==> src/rtl/rpi_link_pkg.sv <==
// Shared definitions for the Raspberry Pi GPIO nibble link.
// Pure constants and types; no logic, no latency, no flow control.
package rpi_link_pkg;

   localparam logic ST_IDLE    = 1'b0;
   localparam logic ST_WAIT_LO = 1'b1;

   localparam int DEFAULT_TIMEOUT_CYCLES = 50_000_000;
   localparam int NIBBLE_W               = 4;

   typedef enum logic {
      S_IDLE    = ST_IDLE,
      S_WAIT_LO = ST_WAIT_LO
   } state_t;

endpackage

==> src/rtl/bit_sync.sv <==
// Multi-flop synchroniser for a bus of independent async bits.
// Latency DEPTH cycles; no flow control, samples every cycle.
module bit_sync #(
   parameter int WIDTH = 1,
   parameter int DEPTH = 2
) (
   input  logic             clk,
   input  logic             rst,
   input  logic [WIDTH-1:0] async_bits,
   output logic [WIDTH-1:0] sync_bits
);

   logic [WIDTH-1:0] stages [DEPTH];

   always_ff @(posedge clk) begin
      if (rst) begin
         for (int i = 0; i < DEPTH; i++) begin
            stages[i] <= '0;
         end
      end else begin
         stages[0] <= async_bits;
         for (int i = 1; i < DEPTH; i++) begin
            stages[i] <= stages[i-1];
         end
      end
   end

   assign sync_bits = stages[DEPTH-1];

endmodule

==> src/rtl/rpi_nibble_rx.sv <==
// Assembles two strobed Pi nibbles (high first) into a byte with a 1-cycle valid pulse.
// Latency SYNC_STAGES+1 cycles from strobe rise; no back-pressure, byte held until the next one.
module rpi_nibble_rx
   import rpi_link_pkg::*;
#(
   parameter int SYNC_STAGES    = 2,
   parameter int TIMEOUT_CYCLES = DEFAULT_TIMEOUT_CYCLES
) (
   input  logic                in_clk,
   input  logic                in_rst,
   input  logic                in_func,
   input  logic [NIBBLE_W-1:0] in_data,
   output logic [7:0]          out_data,
   output logic                out_valid,
   output logic                out_ack,
   output logic [7:0]          out_count,
   output logic                out_err
);

   localparam int TW = $clog2(TIMEOUT_CYCLES);
   localparam logic [TW-1:0] TIMER_LAST = TW'(TIMEOUT_CYCLES - 1);

   logic [NIBBLE_W:0]   synced;
   logic                func_prev;
   logic                strobe_edge;
   logic [NIBBLE_W-1:0] nibble;
   logic [NIBBLE_W-1:0] hi;
   logic [TW-1:0]       timer;
   state_t              state;

   bit_sync #(
      .WIDTH (NIBBLE_W + 1),
      .DEPTH (SYNC_STAGES)
   ) u_sync (
      .clk        (in_clk),
      .rst        (in_rst),
      .async_bits ({in_func, in_data}),
      .sync_bits  (synced)
   );

   assign strobe_edge = synced[NIBBLE_W] & ~func_prev;
   assign nibble      = synced[NIBBLE_W-1:0];

   always_ff @(posedge in_clk) begin
      if (in_rst) begin
         state     <= S_IDLE;
         func_prev <= 1'b0;
         hi        <= '0;
         timer     <= '0;
         out_data  <= '0;
         out_valid <= 1'b0;
         out_ack   <= 1'b0;
         out_count <= '0;
         out_err   <= 1'b0;
      end else begin
         func_prev <= synced[NIBBLE_W];
         out_valid <= 1'b0;
         case (state)
            S_IDLE: begin
               if (strobe_edge) begin
                  hi      <= nibble;
                  timer   <= '0;
                  state   <= S_WAIT_LO;
                  out_ack <= 1'b1;
               end
            end
            S_WAIT_LO: begin
               // A strobe edge on the final timer cycle still completes the byte.
               if (strobe_edge) begin
                  out_data  <= {hi, nibble};
                  out_valid <= 1'b1;
                  out_count <= out_count + 8'd1;
                  out_err   <= 1'b0;
                  state     <= S_IDLE;
                  out_ack   <= 1'b0;
               end else if (timer == TIMER_LAST) begin
                  out_err <= 1'b1;
                  hi      <= '0;
                  state   <= S_IDLE;
                  out_ack <= 1'b0;
               end else begin
                  timer <= timer + TW'(1);
               end
            end
            default: begin
               state   <= S_IDLE;
               out_ack <= 1'b0;
            end
         endcase
      end
   end

endmodule

==> config.mk <==
export PLATFORM = sky130hd
export DESIGN_NAME = rpi_nibble_rx
export DESIGN_NICKNAME = d
export VERILOG_FILES = /design/src/rtl/rpi_link_pkg.sv /design/src/rtl/bit_sync.sv /design/src/rtl/rpi_nibble_rx.sv
export SDC_FILE = /design/constraint.sdc
export NUM_CORES = 1
export LEC_CHECK = 0
export BUFFER_PORTS_ARGS = -buffer_cell sky130_fd_sc_hd__buf_2
export CAP_MARGIN = 20
export CORE_MARGIN = 2
export CORE_UTILIZATION = 35
export DETAILED_ROUTE_END_ITERATION = 8
export PLACE_DENSITY = 0.57
export SLEW_MARGIN = 15
export SYNTH_ARGS = -nofsm -noshare
export SYNTH_HDL_FRONTEND = slang
export SYNTH_SLANG_ARGS = --single-unit
==> constraint.sdc <==
create_clock -name in_clk -period 1.9 [get_ports in_clk]
set_input_delay 0.095 -clock in_clk [delete_from_list [all_inputs] [get_ports in_clk]]
set_output_delay 0.095 -clock in_clk [all_outputs]
set_load 0.02 [all_outputs]
# Word-level counts from Yosys, hierarchy flattened
# Memory sizes are Yosys's and may differ from the RTL's.
# Cells that the tools add are included.
[totals]
out_inout_bits = 19
ram_bits = 10
ff_bits = 51
memories = 1
[classes]
n_mux = 23
reduce_logical = 7
eq_ne = 6
n_addsub = 2
bitwise = 5
[memory_table]
columns = ["memory", "depth", "word_bits", "read_ports", "rd_clocked_by_memory_dff", "write_ports", "line", "source"]
rows = [
  ["u_sync.stages", 2, 5, 2, 0, 2, "bit_sync.sv:13", "logic [WIDTH-1:0] stages [DEPTH];"],
]
[op_table]
columns = ["op", "count"]
rows = [
  ["$mux 26", 3],
  ["$pmux 26 s2", 1],
  ["$add 26x1->26 const B", 1],
  ["$eq 26x26->1 const B", 1],
  ["$mux 4", 3],
  ["$mux 1", 11],
  ["$mux 5", 2],
  ["$add 8x1->8 const B", 1],
  ["$pmux 4 s2", 1],
  ["$ne 2x2->1 const B", 3],
  ["$reduce_and 2->1", 3],
  ["$reduce_and 3->1", 2],
  ["$pmux 1 s2", 2],
  ["$ne 3x2->1 const B", 1],
  ["$ne 2x1->1 const B", 1],
  ["$not 1->1", 2],
  ["$or 1x1->1", 2],
  ["$reduce_bool 2->1", 1],
  ["$reduce_or 2->1", 1],
  ["$and 1x1->1", 1],
]

# Longest topological paths before layout
# Gate-level depths: netlist of run 1.
[depth]
word_depth = 4
mapped_depth = 8
ltp_nobuf = 6

# Cells and area by module
# From an unflattened synthesis of run 1, not the netlist that was laid out.
[hier_totals]
hier_cells = 300
area_unflattened_um2 = 2597.5
[modules_own_cells]
columns = ["mod", "cells_per_inst", "seq_area_each_um2", "instances", "area_each_um2"]
rows = [
  ["rpi_nibble_rx", 275, 1021.0, 1, 2297.2],
  ["bit_sync", 25, 200.2, 1, 300.3],
]

# Worst setup path before layout of run 1
# OpenSTA, ideal clock, no wires.
[synth_timing]
path_type = "register to register"
start = "reg timer[0]"
end = "reg timer[18]"
period_less_slack_ps = 1925
arrival_ps = 1801
slack_ps = -25
setup_ps = 123
n_path_buf = 1
path_stages_with_launch = 7
path_cell_list = "dfxtp_1 -> ha_1 -> nand3_1 -> or4_4 -> buf_6 -> nor3_1 -> mux2_1"
[synth_via]
elab_chain_len = 4
[synth_rtl]
columns = ["item", "line", "source"]
rows = [
  ["start, declared", "rpi_nibble_rx.sv:28", "logic [TW-1:0] timer;"],
  ["start signal, assigned", "rpi_nibble_rx.sv:82", "timer <= timer + TW'(1);"],
  ["$add 26x1->26", "rpi_nibble_rx.sv:82", ""],
  ["$mux 26", "rpi_nibble_rx.sv:76", "end else if (timer == TIMER_LAST) begin"],
  ["$mux 26", "rpi_nibble_rx.sv:69", "if (strobe_edge) begin"],
  ["$pmux 26 s2", "rpi_nibble_rx.sv:58", "case (state)"],
]
# Several ways; a longest one is shown, not always the timed one. The select of a mux whose other input is x is not followed.
# A chain may end at the register's enable or synchronous reset.

# Worst setup path in the final report of run 1
# Same ends and word-level chain as after synthesis.

==> results.py, run 1 <==
metrics = {
    "worst_setup_path": {
        "arrival_ns": 2.04,
        "critPathMaxFanout": 6,
        "critical_path.top_delay_family": "simple AND/OR/NAND/NOR gates",
        "path_class": "flip-flop to flip-flop",
        "cp-start-kind": "flip-flop",
        "critPathMaxStageDelay_ns": 0.60,
        "end_kind": "flip-flop",
        "slowest_stage": "or4_4",
        "crit_chain": "ha_4, nand3_1, or4_4, nor3_4, mux2_1",
        "crit_buf_inv": 0,
        "worstPathRequired_ns": 2.13,
    },
    "clock_network": {
        "clock_path_buffers": 2,
        "clkTransAtPathRegs_ns": 0.07,
        "clockRootBuffer": "clkbuf_8",
        "clk_latency_ns": 0.35,
        "cts-htree-levels": 3,
        "cts_tree": "built",
        "cts_buffers": 9,
        "clkSinkCount": 61,
    },
    "logic_synthesis": {
        "synth-edff-count": 0,
        "synth_top_area_cell": "dfxtp_1",
        "syn_area_per_cell_um2": 8.73,
        "yosys_warnings": 0,
        "ys_ff_latch": 61,
        "synth.distinct_cells": 51,
        "synthesis.nets": 316,
        "ys_seq_area_share_pct": 45.6,
        "synthCells": 307,
        "synthTopCellsByArea": "dfxtp_1 46%, nand2_1 6.2%, a21oi_1 4.1%, nor2_1 3.8%, nand3_1 3.5%",
        "netlist_area_um2": 2680,
        "synthDominantCellAreaShare_pct": 45.6,
        "yosysMostFrequentCell": "dfxtp_1",
        "synth_ff_type": "dfxtp_1",
        "synth_common_cells": "61 x dfxtp_1, 44 x nand2_1, 27 x nor2_1",
        "postSynth.asyncResetShare_pct": 0,
    },
    "sta": {
        "slew_headroom_pct": 73.0,
        "hold_violations": 0,
        "clock_skew_ns": 0.00990,
        "clock.fmax_ghz": 0.551,
        "min_period_ns": 1.82,
        "finalSetupViolCount": 0,
        "post-route-period-util_pct": 95.6,
        "final-max-slew-violation-count": 0,
        "tightest_slew_ns": 0.405,
    },
    "finish": {
        "final_area_um2": 3450,
        "drive_gt1_share_pct": 28.2,
        "fillers": 720,
        "nNetsFinal": 376,
        "syn_to_final_growth_pct": 29.0,
        "diodes": 0,
    },
    "detailed_routing": {
        "vias_per_cell": 5.04,
        "firstDrtPassIters": 6,
        "routedWlPerCell_um": 13.4,
        "ant_nets": 0,
        "num_vias": 2376,
        "drtIter0Drc": 98,
        "wl_um": 6300,
        "drc": 0,
    },
    "global_route": {
        "overflow": 0,
        "grt_first_pass_wirelength_um": 10600,
        "track_usage_pct": 16.0,
        "busiest_layer": "met2",
        "use_met2_pct": 24.8,
        "antenna_found_initial": 0,
        "grt_max_degree": 22,
        "met3_usage_pct": 3.15,
        "grt_pass1_vias": 2237,
        "use_met1_pct": 20.3,
    },
    "flow_run": {
        "maxCapViolations": 0,
    },
    "placed_design": {
        "place_congestion": 0.914,
        "placed_cell_area_um2": 3100,
        "hpwlAfterDp_um": 4520,
        "port_buffers": 25,
    },
    "status": {
        "status": "completed",
    },
    "pwr": {
        "power_density_nw_per_um2": 748,
        "vdd_drop_max_mv": 0.611,
        "finalPower_w": 0.00259,
        "power.leakage_nw": 1.36,
    },
    "floorplan": {
        "core-area_um2": 7330,
        "die_h_um": 91.5,
        "die_area_um2": 8370,
        "start_util_pct": 36.5,
        "die_width_um": 91.5,
        "num_rows": 31,
        "ios": 26,
    },
    "min_path": {
        "hp-class": "input pin to flip-flop",
    },
}
[kinds of logic after synthesis]
family / after synthesis / synth area share [%]
compound gates: 45 / 10.4
xor+xnor: 12 / 3.92
fa+ha+maj: 2 / 0.934
buf+inv: 21 / 3.83
flops: 61 / 45.6
mux: 9 / 3.55
simple gates: 157 / 31.8
[through the flow]
stage	worst slack, ns	setup TNS (ns)	util [%]	instances	hold WS, ns
global route	-0.0000104	-0.0000104	47.1	471	0.166
detailed placement	0.0153	0	42.3	448	0.309
floorplan	0.0269	0	-	307	0.223
global placement	0.0880	0	42.3	448	0.303
finish	0.0844	0	47.1	471	0.159
CTS	0.0538	0	45.8	469	0.142
[state kept, by name, summed over array words and instances (netlist names)]
| register | count |
|---|---|
| func_prev | 1 |
| hi | 4 |
| out_ack | 1 |
| out_count | 8 |
| out_data | 8 |
| out_err | 1 |
| out_valid | 1 |
| state | 1 |
| timer | 26 |
| u_sync.stages | 10 |
[layout make-up]
type	instances	area [um^2]	share of cell area (%)
Clock buffer	9	124	3.59
Multi-Input combinational cell	225	1440	41.7
Sequential cell	61	1230	35.6
Timing Repair Buffer	66	445	12.9
Tap cell	99	124	3.59
Inverter	4	15.0	0.435
Clock inverter	7	75.1	2.17
[worst reg2reg max path, stage by stage (launching register included)]
cell and delay (ns):
dfxtp_2 0.36, ha_4 0.14, nand3_1 0.10, or4_4 0.60, nor3_4 0.18, mux2_1 0.33
[routing by layer]
metal	routed length [um]	vias to the layer above	part of all wire (%)
met1	3070	1111	49
met2	2860	46	45
met5	0	-	0
met4	135	0	2.1
met3	236	14	3.7
li1	-	1205	-
[final timing paths]
check,startpoint,to,slack (ns),cells past startpoint
max,timer[0]$_SDFFE_PP0P_,timer[18]$_SDFFE_PP0P_,0.08,5
max reg2reg,timer[0]$_SDFFE_PP0P_,timer[18]$_SDFFE_PP0P_,0.08,5
min reg2reg,u_sync.stages[0][3]$_SDFF_PP0_,u_sync.stages[0][8]$_SDFF_PP0_,0.44,1
min,in_rst,out_count[4]$_SDFFE_PP0P_,0.16,2
[where the power goes]
| part | switching (W) | internal [W] |
|---|---|---|
| Clock | 0.000549 | 0.000609 |
| Combinational | 0.0000723 | 0.0000554 |
| Sequential | 0.00000866 | 0.00129 |
[cells in the final DEF, fill, tap and decap left out, types with 5 or more instances in the layout]
cell	instances
mux2i_1	5
nand2_1	44
dlygate4sd3_1	5
nand3_1	18
and3_1	6
buf_2	25
a21oi_1	21
nor2_1	26
xnor2_1	5
xor2_1	7
dfxtp_1	55
clkbuf_8	9
nand4_1	10
nor2b_1	11
buf_4	36
dfxtp_2	5
[timing repair]
action | 4_1_cts | 5_1_grt
pin swaps | 0 | 5
resized for setup | 1 | 18
endpoints found under the setup margin | 2 | 24
buffers inserted | 0 | 2
hold endpoints to repair | 5 | 0
hold buffers | 5 | 0
Note: power is estimated with default switching activity, not from simulation.
==> inputs of run 2 (changes only) <==
--- a/config.mk
+++ b/config.mk
@@ -5,11 +5,13 @@
 export SDC_FILE = /design/constraint.sdc
 export NUM_CORES = 1
 export LEC_CHECK = 0
+export ABC_CLOCK_PERIOD_IN_PS = 1900
 export BUFFER_PORTS_ARGS = -buffer_cell sky130_fd_sc_hd__buf_2
 export CAP_MARGIN = 20
 export CORE_MARGIN = 2
 export CORE_UTILIZATION = 35
 export DETAILED_ROUTE_END_ITERATION = 8
+export MAX_ROUTING_LAYER = met4
 export PLACE_DENSITY = 0.57
 export SLEW_MARGIN = 15
 export SYNTH_ARGS = -nofsm -noshare
==> run 2 against run 1 <==
Effect of this change: first-iteration DRC count did not move; clock skew barely moved; core utilization did not move; highest routed layer unchanged; sequential share of layout area did not move; critical path depth did not move; non-clock buffer count did not move; via count fell by 0.72%.
==> results.py, run 2 (synthesis results as in run 1) <==
metrics = {
    "status": {
        "status": "completed",
    },
    "clock_network": {
        "cts-htree-levels": 3,
        "cts_tree": "built",
        "clkTransAtPathRegs_ns": 0.07,
        "clock_path_buffers": 2,
        "clockRootBuffer": "clkbuf_8",
        "cts_buffers": 9,
        "clkSinkCount": 61,
        "clk_latency_ns": 0.34,
    },
    "worst_setup_path": {
        "arrival_ns": 2.05,
        "end_kind": "flip-flop",
        "worst_r2r_startpoint": "timer[0]$_SDFFE_PP0P_",
        "cp-startpoint": "timer[0]$_SDFFE_PP0P_",
        "r2r_slack_ns": 0.08,
        "worstPathRequired_ns": 2.13,
        "cp-start-kind": "flip-flop",
        "critPathCapture": "timer[18]$_SDFFE_PP0P_",
        "ff2ff_path_depth": 5,
        "crit_chain": "ha_4, nand3_1, or4_4, nor3_4, mux2_1",
        "critPathMaxStageDelay_ns": 0.60,
        "reg2reg_to": "timer[18]$_SDFFE_PP0P_",
        "critPathMaxFanout": 6,
        "path_class": "flip-flop to flip-flop",
        "slowest_stage": "or4_4",
    },
    "global_route": {
        "antenna_found_initial": 0,
        "grt_pass1_vias": 2238,
        "overflow": 0,
        "grt_max_degree": 22,
        "grt_first_pass_wirelength_um": 10600,
        "track_usage_pct": 16.4,
    },
    "finish": {
        "top_regs": "timer (26), u_sync.stages (10)",
        "fillers": 720,
        "final_cell_mix": "55 x dfxtp_1, 44 x nand2_1, 36 x buf_4",
        "drive_gt1_share_pct": 28.2,
        "diodes": 0,
        "nNetsFinal": 376,
        "largest_reg_flops": 26,
        "multi_input_area_um2": 1440,
        "syn_to_final_growth_pct": 29.0,
        "ff_latch_area_um2": 1230,
        "final_common_cell": "dfxtp_1",
        "largest-register": "timer",
    },
    "pwr": {
        "power_frac_seq_pct": 50.3,
        "p_sw_share_pct": 24.3,
        "power.leakage_nw": 1.36,
        "vdd_drop_max_mv": 0.611,
        "finalPower_w": 0.00258,
        "power_frac_clock_pct": 44.7,
        "p_comb_share_pct": 4.9,
        "power.switching_w": 0.000628,
        "power_density_nw_per_um2": 748,
        "internal_power_w": 0.00196,
    },
    "detailed_routing": {
        "ant_nets": 0,
        "vias_per_cell": 5.01,
        "routedWlPerCell_um": 13.4,
        "num_vias": 2359,
        "drc": 0,
        "firstDrtPassIters": 6,
        "drtIter0Drc": 98,
        "wl_um": 6300,
    },
    "floorplan": {
        "start_util_pct": 36.5,
        "die_area_um2": 8370,
        "die_width_um": 91.5,
        "num_rows": 31,
        "ios": 26,
        "core-area_um2": 7330,
        "die_h_um": 91.5,
    },
    "sta": {
        "finalSetupViolCount": 0,
        "final-max-slew-violation-count": 0,
        "clock_skew_ns": 0.00965,
        "post-route-period-util_pct": 95.7,
        "worst_slack_ns": 0.0809,
        "tightest_slew_ns": 0.403,
        "min_period_ns": 1.82,
        "slew_headroom_pct": 73.1,
        "clock.fmax_ghz": 0.550,
        "hold_violations": 0,
    },
    "placed_design": {
        "port_buffers": 25,
        "hpwlAfterDp_um": 4520,
        "pre_cts_ws_ns": 0.0153,
        "place_congestion": 0.930,
    },
    "min_path": {
        "whs_path_depth": 2,
        "hp-class": "input pin to flip-flop",
    },
    "flow_run": {
        "maxCapViolations": 0,
    },
}
run 2: timing repair:
item,in CTS,in global routing
pin swaps,0,5
hold buffers,5,0
buffers inserted,0,2
setup endpoints to repair,2,24
gates resized for setup,1,18
hold endpoints to repair,5,0
run 2: layer usage:
metal	share of wire (%)	track usage, %	routed length [um]	vias up
met5	0	-	0	-
met4	1.3	9.85	80	0
met3	3.8	3.15	238	9
met2	46	24.8	2920	47
met1	49	20.3	3060	1096
li1	-	-	-	1207
run 2: critical path, delay by kind of cell, from the launching register on:
family                     cells  cell delay (ns)
and+or+nand+nor                3             0.88
DFF                            1             0.36
adders and majority gates      1             0.14
muxes                          1             0.33
run 2: final cells by class:
class	instances	area share [%]
Sequential cell	61	35.6
Timing Repair Buffer	66	12.9
Inverter	4	0.435
Clock buffer	9	3.59
Clock inverter	7	2.17
Multi-Input combinational cell	225	41.7
Tap cell	99	3.59
run 2: worst min path at each step:
stage	start	endpoint	slack [ns]
floorplan	in_data[0]	u_sync.stages[0][0]$_SDFF_PP0_	0.22
global placement	in_data[2]	u_sync.stages[0][2]$_SDFF_PP0_	0.30
detailed placement	in_data[3]	u_sync.stages[0][3]$_SDFF_PP0_	0.31
CTS	in_rst	out_count[4]$_SDFFE_PP0P_	0.14
global route	in_rst	out_count[3]$_SDFFE_PP0P_	0.16
finish	in_rst	out_count[3]$_SDFFE_PP0P_	0.16
run 2: power by group through the flow:
stage               Combinational [W]  Sequential [W]  Clock, W
floorplan                   0.0000667         0.00133         0
global placement             0.000115         0.00133         0
detailed placement           0.000116         0.00133         0
CTS                          0.000124         0.00130   0.00119
global route                 0.000141         0.00130   0.00124
finish                       0.000128         0.00130   0.00116
run 2: per-stage QoR:
stage / TNS, ns / area [um^2] / hold slack (ns) / utilization, % / cells
5_1_grt: -0.0000107 / 3450 / 0.164 / 47.1 / 471
3_3_place_gp: 0 / 3100 / 0.303 / 42.3 / 448
3_5_place_dp: 0 / 3100 / 0.309 / 42.3 / 448
2_1_floorplan: 0 / 2690 / 0.223 / - / 307
4_1_cts: 0 / 3350 / 0.142 / 45.8 / 469
6_report: 0 / 3450 / 0.161 / 47.1 / 471
==> inputs of run 3 (changes only) <==
--- a/config.mk
+++ b/config.mk
@@ -7,12 +7,11 @@
 export LEC_CHECK = 0
 export ABC_CLOCK_PERIOD_IN_PS = 1900
 export BUFFER_PORTS_ARGS = -buffer_cell sky130_fd_sc_hd__buf_2
-export CAP_MARGIN = 20
 export CORE_MARGIN = 2
 export CORE_UTILIZATION = 35
 export DETAILED_ROUTE_END_ITERATION = 8
 export MAX_ROUTING_LAYER = met4
-export PLACE_DENSITY = 0.57
+export PLACE_DENSITY = 0.52
 export SLEW_MARGIN = 15
 export SYNTH_ARGS = -nofsm -noshare
 export SYNTH_HDL_FRONTEND = slang
==> run 3 against run 2 <==
Effect of this change: non-clock buffer count fell by 3; critical path type unchanged; fmax fell by 0.40%; critical endpoint is now timer[23]$_SDFFE_PP0P_; sequential share of layout area rose by 0.45 points; combinational power fell by 5%; clock skew fell by 0.0031 ns.
==> results.py, run 3 (synthesis results as in run 1) <==
metrics = {
    "status": {
        "status": "completed",
    },
    "finish": {
        "final_common_cell": "dfxtp_1",
        "fillers": 715,
        "final_area_um2": 3400,
        "syn_to_final_growth_pct": 26.9,
        "drive_gt1_share_pct": 27.1,
        "top_regs": "timer (26), u_sync.stages (10)",
        "diodes": 0,
        "largest-register": "timer",
        "nNetsFinal": 373,
        "layoutNonFillerInstCount": 468,
        "largest_reg_flops": 26,
        "final_cell_mix": "56 x dfxtp_1, 44 x nand2_1, 33 x buf_4",
        "fin_util_pct": 46.4,
    },
    "worst_setup_path": {
        "path_class": "flip-flop to flip-flop",
        "slowest_stage": "dfxtp_1",
        "cp-start-kind": "flip-flop",
        "critPathMostFrequentCell": "nand4_1",
        "arrival_ns": 2.11,
        "critPathMaxStageDelay_ns": 0.38,
        "cp-startpoint": "timer[9]$_SDFFE_PP0P_",
        "end_kind": "flip-flop",
        "worst_r2r_startpoint": "timer[9]$_SDFFE_PP0P_",
        "crit_chain": "nand4_1, nor4_4, buf_4, nand4_1, or3_1, a31oi_1",
        "critPathMaxFanout": 6,
        "worstPathRequired_ns": 2.18,
    },
    "floorplan": {
        "start_util_pct": 36.5,
        "num_rows": 31,
        "die_area_um2": 8370,
        "die_h_um": 91.5,
        "core-area_um2": 7330,
        "ios": 26,
        "die_width_um": 91.5,
    },
    "sta": {
        "tns_ns": 0,
        "clock.fmax_ghz": 0.548,
        "tightest_slew_ns": 0.849,
        "hold_violations": 0,
        "rsz0062_at_grt": "false",
        "min_period_ns": 1.83,
        "final-max-slew-violation-count": 0,
        "post-route-period-util_pct": 96.1,
        "clock_skew_ns": 0.00657,
        "slew_headroom_pct": 43.2,
        "finalSetupViolCount": 0,
    },
    "min_path": {
        "hold_path_startpoint": "in_rst",
        "hp-class": "input pin to flip-flop",
    },
    "clock_network": {
        "cts-htree-levels": 3,
        "clk_latency_ns": 0.35,
        "clockRootBuffer": "clkbuf_8",
        "clkSinkCount": 61,
        "cts_buffers": 9,
        "clkTransAtPathRegs_ns": 0.07,
        "clock_path_buffers": 2,
        "cts_tree": "built",
    },
    "placed_design": {
        "port_buffers": 25,
        "hpwlAfterDp_um": 4390,
        "place_congestion": 0.824,
        "place_inst": 445,
        "placed_cell_area_um2": 3080,
    },
    "detailed_routing": {
        "ant_nets": 0,
        "num_vias": 2300,
        "drtIter0Drc": 145,
        "drc": 0,
        "wl_um": 6100,
        "routedWlPerCell_um": 13.0,
        "firstDrtPassIters": 4,
        "vias_per_cell": 4.91,
    },
    "global_route": {
        "overflow": 0,
        "grt_max_degree": 24,
        "track_usage_pct": 16.4,
        "antenna_found_initial": 0,
        "grt_first_pass_wirelength_um": 10400,
        "grt_pass1_vias": 2138,
    },
    "pwr": {
        "power_density_nw_per_um2": 757,
        "vdd_drop_max_mv": 0.452,
        "power.leakage_nw": 1.34,
    },
    "flow_run": {
        "maxCapViolations": 0,
    },
}
==> run 3: cell count changes in the layout (fill, tap and decap cells not counted), sizes merged <==
cell / previous run / this run
buf: 61 / 58
==> run 3: routing by layer <==
| layer | part of all wire, % | GRT usage [%] |
|---|---|---|
| met3 | 5.5 | 5.48 |
| met4 | 1.4 | 4.92 |
| met2 | 43 | 23.5 |
| met5 | 0 | - |
| met1 | 50 | 21.9 |
==> run 3: where the power goes <==
part	internal, W	leakage, nW	total, W	switching [W]
registers	0.00129	0.496	0.00130	0.00000765
clock network	0.000608	0.0918	0.00115	0.000544
logic	0.0000506	0.748	0.000121	0.0000699
==> run 3: final cells by class <==
class	count	area (um^2)	area share [%]
sequential	61	1230	36.1
clock buffer	9	124	3.64
clock inverter	7	75.1	2.21
multi-input combinational	225	1410	41.5
inverter	4	15.0	0.442
tap	99	124	3.64
timing repair buffer	63	423	12.4
==> run 3: critical path: cells and delay by family, from the launching register on <==
| kind | cells | cell delay [ns] |
|---|---|---|
| buf+inv | 1 | 0.18 |
| compound gates | 1 | 0.16 |
| flops | 1 | 0.38 |
| simple gates | 4 | 1.03 |
==> run 3: worst paths after layout <==
check | endpoint | slack (ns) | cells past startpoint
max | timer[23]$_SDFFE_PP0P_ | 0.07 | 6
min | timer[1]$_SDFFE_PP0P_ | 0.05 | 2
max reg2reg | timer[23]$_SDFFE_PP0P_ | 0.07 | 6
min reg2reg | u_sync.stages[0][7]$_SDFF_PP0_ | 0.44 | 1
==> run 3: per-stage QoR <==
| stage | power, W | hold WS (ns) | setup WS (ns) |
|---|---|---|---|
| 5_1_grt | 0.00269 | 0.0720 | 0.000790 |
| 6_report | 0.00257 | 0.0530 | 0.0736 |
| 3_3_place_gp | 0.00144 | 0.302 | 0.0152 |
| 2_1_floorplan | 0.00140 | 0.223 | 0.0269 |
| 3_5_place_dp | 0.00144 | 0.308 | 0.0212 |
| 4_1_cts | 0.00261 | 0.0347 | 0.0266 |
==> run 3: what timing repair did <==
item                       CTS  global route
pin swaps                    0             7
setup endpoints to repair    1            20
buffers inserted             0             2
hold endpoints to repair     5             0
hold buffers                 5             0
gates resized for setup      1            12
